===== src/rtl/seg7_scan_driver.sv =====
// seg7_scan_driver: time-multiplexed hex 7-segment display driver.
// Scans NUM_DIGITS digits, each selected for DWELL_CYCLES clocks. Supports
// per-digit decimal point, blanking and blink, 4-level brightness gating on
// the anode, selectable output polarity and a one-cycle frame tick.
// Outputs are registered: the value shown during a cycle reflects the
// prescaler/index state of the previous cycle.
module seg7_scan_driver #(
  parameter int NUM_DIGITS   = 4,
  parameter int DWELL_CYCLES = 100000,
  parameter int BLINK_DIV    = 64,
  parameter bit ACTIVE_LOW   = 1'b1
) (
  input  logic                    clk,
  input  logic                    rst,
  input  logic [4*NUM_DIGITS-1:0] digits,
  input  logic [NUM_DIGITS-1:0]   dp,
  input  logic [NUM_DIGITS-1:0]   blank,
  input  logic [NUM_DIGITS-1:0]   blink,
  input  logic [1:0]              bright,
  output logic [6:0]              seg,
  output logic                    dp_out,
  output logic [NUM_DIGITS-1:0]   an,
  output logic                    frame_tick
);

  localparam int IW = (NUM_DIGITS > 1) ? $clog2(NUM_DIGITS) : 1;
  localparam int PW = $clog2(DWELL_CYCLES);
  localparam int FW = (BLINK_DIV > 1) ? $clog2(BLINK_DIV) : 1;

  localparam logic [PW-1:0] PRESC_LAST = PW'(DWELL_CYCLES - 1);
  localparam logic [IW-1:0] INDEX_LAST = IW'(NUM_DIGITS - 1);
  localparam logic [FW-1:0] FRAME_LAST = FW'(BLINK_DIV - 1);

  // Deasserted (dark) levels for each output group.
  localparam logic [6:0]            SEG_OFF = {7{ACTIVE_LOW}};
  localparam logic                  DP_OFF  = ACTIVE_LOW;
  localparam logic [NUM_DIGITS-1:0] AN_OFF  = {NUM_DIGITS{ACTIVE_LOW}};

  logic [PW-1:0] presc;
  logic [IW-1:0] index;
  logic [FW-1:0] fcnt;
  logic          phase_off;

  logic [3:0] hold_nib;
  logic       hold_dp;
  logic       hold_blank;
  logic       hold_blink;

  logic                  load;
  logic                  presc_wrap;
  logic                  frame_end;
  logic [3:0]            cur_nib;
  logic                  cur_dp;
  logic                  cur_blank;
  logic                  cur_blink;
  logic                  lit;
  logic [6:0]            seg_lo;
  logic [PW+2:0]         on_prod;
  logic [PW+2:0]         on_time;
  logic                  an_gate;
  logic [NUM_DIGITS-1:0] an_hot;

  // Hex to segment pattern {g,f,e,d,c,b,a}, active-low form.
  function automatic logic [6:0] hex_to_seg(input logic [3:0] nib);
    logic [6:0] s;
    case (nib)
      4'h0: s = 7'b1000000;
      4'h1: s = 7'b1111001;
      4'h2: s = 7'b0100100;
      4'h3: s = 7'b0110000;
      4'h4: s = 7'b0011001;
      4'h5: s = 7'b0010010;
      4'h6: s = 7'b0000010;
      4'h7: s = 7'b1111000;
      4'h8: s = 7'b0000000;
      4'h9: s = 7'b0010000;
      4'hA: s = 7'b0001000;
      4'hB: s = 7'b0000011;
      4'hC: s = 7'b1000110;
      4'hD: s = 7'b0100001;
      4'hE: s = 7'b0000110;
      default: s = 7'b0001110;
    endcase
    return s;
  endfunction

  assign load       = (presc == '0);
  assign presc_wrap = (presc == PRESC_LAST);
  assign frame_end  = presc_wrap && (index == INDEX_LAST);

  // During the load cycle the live inputs are used directly so the first
  // registered output of a dwell already shows the newly selected digit.
  assign cur_nib   = load ? digits[{index, 2'b00} +: 4] : hold_nib;
  assign cur_dp    = load ? dp[index]    : hold_dp;
  assign cur_blank = load ? blank[index] : hold_blank;
  assign cur_blink = load ? blink[index] : hold_blink;

  assign lit    = !cur_blank && !(cur_blink && phase_off);
  assign seg_lo = hex_to_seg(cur_nib);

  // ON_TIME = ((bright+1)*DWELL_CYCLES)/4; the product needs two extra bits
  // beyond the prescaler width, one more keeps the add carry safe.
  assign on_prod = (PW+3)'({1'b0, bright} + 3'd1) * (PW+3)'(DWELL_CYCLES);
  assign on_time = on_prod >> 2;
  assign an_gate = ({3'b000, presc} < on_time);
  assign an_hot  = NUM_DIGITS'(1) << index;

  // Prescaler, digit index, frame counter and blink phase.
  always_ff @(posedge clk) begin
    if (rst) begin
      presc     <= '0;
      index     <= '0;
      fcnt      <= '0;
      phase_off <= 1'b0;
    end else if (presc_wrap) begin
      presc <= '0;
      if (index == INDEX_LAST) begin
        index <= '0;
        if (fcnt == FRAME_LAST) begin
          fcnt      <= '0;
          phase_off <= ~phase_off;
        end else begin
          fcnt <= fcnt + 1'b1;
        end
      end else begin
        index <= index + 1'b1;
      end
    end else begin
      presc <= presc + 1'b1;
    end
  end

  // Capture the selected digit's attributes at the start of its dwell.
  always_ff @(posedge clk) begin
    if (rst) begin
      hold_nib   <= 4'h0;
      hold_dp    <= 1'b0;
      hold_blank <= 1'b0;
      hold_blink <= 1'b0;
    end else if (load) begin
      hold_nib   <= cur_nib;
      hold_dp    <= cur_dp;
      hold_blank <= cur_blank;
      hold_blink <= cur_blink;
    end
  end

  // Registered pin drive; dark digits deassert everything, brightness
  // gating acts on the anode only.
  always_ff @(posedge clk) begin
    if (rst) begin
      seg        <= SEG_OFF;
      dp_out     <= DP_OFF;
      an         <= AN_OFF;
      frame_tick <= 1'b0;
    end else begin
      seg        <= lit ? (ACTIVE_LOW ? seg_lo : ~seg_lo) : SEG_OFF;
      dp_out     <= (lit && cur_dp) ? ~DP_OFF : DP_OFF;
      an         <= (lit && an_gate) ? (ACTIVE_LOW ? ~an_hot : an_hot) : AN_OFF;
      frame_tick <= frame_end;
    end
  end

endmodule


===== config.mk =====
export PLATFORM = sky130hd
export DESIGN_NAME = seg7_scan_driver
export DESIGN_NICKNAME = d
export VERILOG_FILES = /design/src/rtl/seg7_scan_driver.sv
export SDC_FILE = /design/constraint.sdc
export NUM_CORES = 1
export LEC_CHECK = 0
export ABC_AREA = 1
export BUFFER_PORTS_ARGS = -buffer_cell sky130_fd_sc_hd__buf_4
export CORE_ASPECT_RATIO = 1.75
export CORE_MARGIN = 2
export CORE_UTILIZATION = 54
export CTS_CLUSTER_DIAMETER = 40
export DETAILED_ROUTE_END_ITERATION = 16
export GPL_TIMING_DRIVEN = 0
export HOLD_SLACK_MARGIN = 0.03
export PLACE_DENSITY = 0.76
export SLEW_MARGIN = 0
export SYNTH_ARGS = -nofsm -noshare
export SYNTH_HDL_FRONTEND = slang
export SYNTH_SLANG_ARGS = --single-unit

===== constraint.sdc =====
create_clock -name clk -period 2.4 [get_ports clk]
set_input_delay 0.12 -clock clk [delete_from_list [all_inputs] [get_ports clk]]
set_output_delay 0.12 -clock clk [all_outputs]
set_load 0.005 [all_outputs]

==> results of run 1 <==
## layer usage
| metal | wire length [um] | global-route usage [%] | part of all wire (%) |
|---|---|---|---|
| met5 | 0 | 0 | 0 |
| met4 | 417 | 15.35 | 5.6 |
| met3 | 228 | 3.856 | 3.1 |
| met2 | 4176 | 47.19 | 56 |
| met1 | 2643 | 22.14 | 35 |
## worst max-delay path, delay by kind of cell
kind	cells	cell delay [ps]
adders and majority gates	3	930
and+or+nand+nor	8	700
xor gates and xnor gates	2	290
buffers and inverters	3	350
## cell type report
class / instances / area share [%]
Clock inverter: 1 / 0.8094
Inverter: 46 / 4.654
Buffer: 7 / 1.383
Timing Repair Buffer: 47 / 9.578
Sequential cell: 46 / 24.82
Multi-Input combinational cell: 362 / 53.96
Clock buffer: 6 / 2.226
Tap cell: 76 / 2.563
## metrics by stage
step / util (%) / hold slack (ps) / TNS (ps)
after floorplan: - / 204.1 / 0
after global placement: 63.42 / 311.9 / -398.4
after detailed placement: 63.42 / 316.2 / -614.3
after CTS: 65.61 / 300.2 / 0
after global routing: 66.42 / 345.1 / -2.007
final: 66.42 / 298.0 / 0
## registers in the layout, indices dropped and copies added, names as in the netlist
signal and flops:
fcnt 6, frame_tick 1, phase_off 1, presc 17
seg 7, index 2, dp_out 1, hold_blank 1
hold_dp 1, hold_nib 4, hold_blink 1, an 4
## where the power goes
group / internal, uW / total (uW) / switching, uW
clock network: 333 / 584 / 251
registers: 806 / 820 / 14.0
logic: 189 / 443 / 254
## layout by cell type (no fill, tap or decap), types with 2 or more instances in the layout
cell type / Yosys / layout
o21ai_4: 2 / 3
inv_2: 3 / 4
buf_4: 2 / 48
nand2_2: 3 / 3
o21ai_1: 2 / 2
o21bai_1: 2 / 2
buf_6: 2 / 2
o21ai_0: 14 / 14
or2_0: 2 / 2
nand4_1: 8 / 8
nand3_1: 39 / 38
nand2_1: 129 / 129
nor3_1: 9 / 9
nor4_1: 2 / 2
dfxtp_1: 46 / 46
ha_1: 33 / 33
inv_1: 43 / 42
xor2_1: 5 / 4
nor2_2: 4 / 2
nor2_1: 64 / 64
a21oi_1: 25 / 25
buf_2: 2 / 2
or2_2: 3 / 3
clkbuf_8: 0 / 6
nor2_4: 5 / 7
## worst paths after layout
path                        from              endpoint  slack, ps  cells after the start
max                    bright[0]      an[0]$_SDFF_PP1_        190                     16
min                        dp[0]  hold_dp$_SDFFE_PP0N_        300                      5
max reg2reg  presc[0]$_SDFF_PP0_     seg[1]$_SDFF_PP1_        210                     15
min reg2reg  presc[0]$_SDFF_PP0_   presc[0]$_SDFF_PP0_        470                      1
## repair_timing
action                                  CTS  global route
gates resized for setup                   0             6
endpoints found under the setup margin    0             9
hold buffers                              1             0
buffers inserted                          0             2
hold endpoints to repair                  1             0
## cells by family after synthesis
logic type | count (synthesis)
AO/OA/AOI/OAI | 50
XOR/XNOR | 6
adder cells (fa/ha/maj) | 33
buffers and inverters | 53
flip-flops | 46
AND/OR/NAND/NOR | 273
==> run metrics, run 1 <==
syn_area_per_cell 6.761 sq um; Fin. Hold Viols 0; H-Tree Depth 2; largest net degree at the start of global routing 14; Crit Path Category in2reg; Slew HR 67.99%; IO Port Bufs 44; fraction of layout cells with a size suffix above 1 17.09%; # setup viols final 0; CP Max Fanout 10; GRT Total Usage 24.89%; Register Area 920.9 sq um; FMAX 452.9 MHz; worst skew pair latency 300 ps; DR vias 3115; Area contributors post-synth dfxtp_1 (30%), nand2_1 (16%), ha_1 (13%); pins over their slew limit 0; multiplexer area fraction after synthesis 0%; Area Overhead vs Synth 19.03%; CP max stage delay 350 ps; Post-Synth XOR/XNOR Area 1.686%; Post-Place Setup Slack -183.0 ps; Top FF cell, synth dfxtp_1; CTS tree built; Synth Register Bits 46; Compound-Gate Fraction of Synth Area 9.354%; Clock Path Buffers 2; critical path required time 2590 ps; top cell type's share of synthesized area 29.55%; peak supply drop 0.0003854 V; Clock Sinks 46; PD cells 497.6 nW/um^2; largest family of logic cells by synthesized area simple AND/OR/NAND/NOR gates; Core Region 5585 sq um; row count 36; detailed-route DRC error count 0; Simple-Gate Fraction of Synth Area 38.98%; fin crit period 2208 ps; placed instance count 581; via density per instance 5.271; total power 1846 uW; CP max-delay cell ha_1; area leader, netlist dfxtp_1; Most Frequent Cell on Critical Path nand2_1; DIE AREA 6419 sq um; YS warnings 0; final instance area 3710 sq um; vias in the first global route 3020; cts bufs inserted 5; startpoint types input port; most frequent cell after synthesis nand2_1; ant diodes 0; routed length per placed instance 12.63 um; synth cell count leaders nand2_1 (129), nor2_1 (64), dfxtp_1 (46); Fillers 555; root buf cell clkbuf_8; Mapped Nets 526; worst path arrival time 2400 ps; Boundary Pins 45; P_leak 0.001739 uW; DR iter-0 viols 168; first-pass GRT wire length 12.41 mm; CP endpoint kind flop; worst setup margin 192.2 ps; total placed instance area 3542 sq um; Layout Nets 580; Routability Congestion 1.013; cells after synthesis 461; detailed placer's ending HPWL 5.890 mm; Initial Util 55.80%; Slew @ Worst Pin 475.1 ps; non-filler cells, final 591; EDFF count, synth 0; multi-input logic area 2002 sq um; max cap viols 0; Adder-Cell Fraction of Synth Area 13.25%; CP Cell Sequence buf_4, inv_1, ha_1, xor2_2, inv_1, ha_1, xnor2_1, ha_1, nand2_1, nor2_1, nor2_1, nand3_1, nand2_1, nand2_1, nor2_4, nand2_1; 1st-pass router iterations 5; Detail Route Antenna Nets 0; Final Skew 5.687 ps; Die X 61.43 um; sequential area share after synthesis 29.55%; total wire length 7.465 mm; synthesized area 3117 sq um; die height 104.5 um; grt total ovfl 0; initial antenna violation count 0; Worst Hold Class in2reg; status complete, no violations; Clock Pin Slew Worst Setup and Hold Paths 80 ps; crit share post-route 91.99%; Async SR Flop Fraction 0%; Distinct cells, synth 35
(Power assumes the default switching activity.)
==> inputs of run 2 (changes only) <==
--- a/config.mk
+++ b/config.mk
@@ -5,7 +5,7 @@
 export SDC_FILE = /design/constraint.sdc
 export NUM_CORES = 1
 export LEC_CHECK = 0
-export ABC_AREA = 1
+export ABC_AREA = 0
 export BUFFER_PORTS_ARGS = -buffer_cell sky130_fd_sc_hd__buf_4
 export CORE_ASPECT_RATIO = 1.75
 export CORE_MARGIN = 2
@@ -14,7 +14,7 @@
 export DETAILED_ROUTE_END_ITERATION = 16
 export GPL_TIMING_DRIVEN = 0
 export HOLD_SLACK_MARGIN = 0.03
-export PLACE_DENSITY = 0.76
+export PLACE_DENSITY = 0.77
 export SLEW_MARGIN = 0
 export SYNTH_ARGS = -nofsm -noshare
 export SYNTH_HDL_FRONTEND = slang
==> run 2 against run 1 <==
Worst hold slack worse by 91 ps. Sequential power about the same. Die area down 9.9%. Largest cell class unchanged.
==> run metrics, run 2 <==
status complete, no violations; sequential power share 44.2% (-0.2 points); Reg with most FFs presc; total wire length 7.090 mm (-5.0%); CP Cell Sequence inv_2, ha_4, nor4b_4, nand3_2, nor2_4, buf_4, mux2i_4, buf_4, ha_1, inv_1, o211ai_1, o211ai_1; CP Max Fanout 4 (-6); worst path arrival time 2520 ps (+120 ps); Boundary Pins 45 (unchanged); Clock Sinks 46 (unchanged); Clock Path Buffers 2 (unchanged); fraction of layout cells with a size suffix above 1 31.37% (+14 points); Area contributors post-synth dfxtp_1 (33%), ha_1 (15%), mux4_2 (5.6%); synthesized area 2793 sq um (-10%); hold buffer count at CTS 0 (-1); Routability Congestion 0.9538 (-5.9%); EDFF count, synth 0 (unchanged); area leader, netlist dfxtp_1; ant diodes 0 (unchanged); Slew HR 34.80% (-33 points); DIE AREA 5785 sq um (-9.9%); vias in the first global route 2465 (-18%); most frequent cells in the layout buf_4 (61), dfxtp_1 (41), nor2_1 (35); H-Tree Depth 2 (unchanged); die height 99.13 um (-5.1%); YS warnings 0 (unchanged); M1 WL 2.437 mm (-7.8%); DR WL met2 4.150 mm (-0.62%); syn_area_per_cell 9.156 sq um (+35%); Worst Hold Class in2reg; Core Region 4977 sq um (-11%); commonest non-fill, non-tap cell in the layout buf_4; setup tns final 0 ps (unchanged); GRT Total Usage 24.94% (+0.055 points); 1st-pass router iterations 4 (-1); cts bufs inserted 5 (unchanged); Cell Int Power 1357 uW (+2.2%); root buf cell clkbuf_8; CTS tree built; Clock Pin Slew Worst Setup and Hold Paths 80 ps (about the same); CP max-delay cell dfxtp_2; Async SR Flop Fraction 0% (unchanged); Fin. Hold Viols 0 (unchanged); multi-input logic area 1889 sq um (-5.6%); grt total ovfl 0 (unchanged); Initial Util 56.11% (+0.31 points); final core occ 72.07% (+5.7 points); Area Overhead vs Synth 28.45%; via density per instance 5.946 (+13%); initial antenna violation count 0 (unchanged); Slew @ Worst Pin 969.1 ps (+494.0 ps); detailed placer's ending HPWL 5.325 mm (-9.6%); clock group share of total power 30.2% (-1.4 points); Synth Register Bits 46 (unchanged); max FFs per register 17 (unchanged); CP endpoint kind flop; highest metal used met4; Mapped Nets 370 (-30%); NetSw 501.1 uW (-3.4%); CP max stage delay 330 ps (-20 ps); DR iter-0 viols 66 (-61%); first-pass GRT wire length 11.10 mm (-11%); Final Skew 6.167 ps (+0.4798 ps); worst skew pair latency 300 ps (about the same); peak supply drop 0.0005177 V (+34%); Top FF cell, synth dfxtp_1; RSZ-0062 raised after global routing true; startpoint of the worst hold path rst; cells after synthesis 305 (-34%); most frequent cell after synthesis dfxtp_1; WL met3 223 um (-2.2%); Register Area 927.1 sq um (+0.68%); biggest registers after layout presc x17, seg x7, fcnt x6; P_leak 0.001530 uW (-12%); crit path launch presc[1]$_SDFF_PP0_; row count 34 (-5.6%); FMAX 426.2 MHz (-5.9%); IO Port Bufs 44 (unchanged); pins over their slew limit 0 (unchanged); top cell type's share of synthesized area 32.97% (+3.4 points); sw frac 26.97% (-1.1 points); PD cells 518.0 nW/um^2 (+4.1%); Layout Nets 437 (-25%); sequential area share after synthesis 32.97% (+3.4 points); Crit Path Category reg2reg; max cap viols 0 (unchanged); worst r2r src presc[1]$_SDFF_PP0_; Detail Route Antenna Nets 0 (unchanged); # setup viols final 0 (unchanged); startpoint types flop; Fillers 404 (-27%); largest net degree at the start of global routing 14 (unchanged); routed length per placed instance 16.60 um (+31%); Gate power share 25.6% (+1.6 points); crit share post-route 97.76% (+5.8 points); DR vias 2539 (-18%); critical path required time 2580 ps (about the same); Die X 58.36 um (-5.0%); Distinct cells, synth 53 (+51%); fin crit period 2346 ps (+138.4 ps); synth cell count leaders dfxtp_1 (46), nor2_1 (35), ha_1 (33); detailed-route DRC error count 0 (unchanged)
[run 2: final cells by class]
class | count | share of cell area (%)
Buffer | 7 | 1.151
Multi-Input combinational cell | 232 | 52.67
Clock buffer | 7 | 2.128
Timing Repair Buffer | 62 | 13.43
Clock inverter | 1 | 0.8371
Tap cell | 54 | 1.884
Inverter | 18 | 2.058
Sequential cell | 46 | 25.85
[run 2: worst paths after layout]
kind / endpoint / slack [ps] / depth (start not counted)
min: presc[9]$_SDFF_PP0_ / 210 / 3
max: seg[4]$_SDFF_PP1_ / 50 / 12
min reg2reg: hold_blank$_SDFFE_PP0N_ / 460 / 2
max reg2reg: seg[4]$_SDFF_PP1_ / 50 / 12
[run 2: cell families after synthesis]
logic type	synth area share, %
adders and majority gates	14.79
AOI/OAI and AO/OA	10.89
muxes	7.437
DFF	32.97
and+or+nand+nor	23.52
buffers and inverters	4.122
xor gates and xnor gates	6.272
[run 2: what timing repair did]
action | in CTS | in global routing
gates cloned | 0 | 0
pin swaps | 5 | 17
hold endpoints to repair | 0 | 0
gates resized for setup | 8 | 25
setup buffers | 8 | 10
setup endpoints to repair | 11 | 21
[run 2: power by group through the flow]
stage | combinational, uW | sequential [uW] | clock [uW]
after floorplan | 230 | 839 | 0
after global placement | 365 | 838 | 0
after detailed placement | 375 | 839 | 0
after CTS | 413 | 821 | 567
after global routing | 515 | 825 | 593
final | 476 | 821 | 561
[run 2: stage by stage]
stage	worst slack [ps]	std cells	total power, uW	cell area [sq um]	hold WS, ps
after detailed placement	-409.7	403	1214	3236	419.6
after global routing	-45.31	427	1933	3587	229.4
after CTS	0.9703	419	1801	3443	224.3
final	53.78	427	1858	3587	207.1
after global placement	-380.9	403	1203	3236	418.5
after floorplan	35.28	305	1069	2838	259.4
[run 2: metal layers]
metal	global-route usage [%]	vias up
li1	-	1219
met1	23.29	1210
met2	46.85	83
met3	2.731	27
met4	18.43	0
met5	0	-
[run 2: critical path: cells and delay by family, from the launching register on]
kind                       cells  cell delay, ps
muxes                          1             270
buffers and inverters          4             430
AOI/OAI and AO/OA              2             320
adders and majority gates      2             280
DFF                            1             330
and+or+nand+nor                3             580
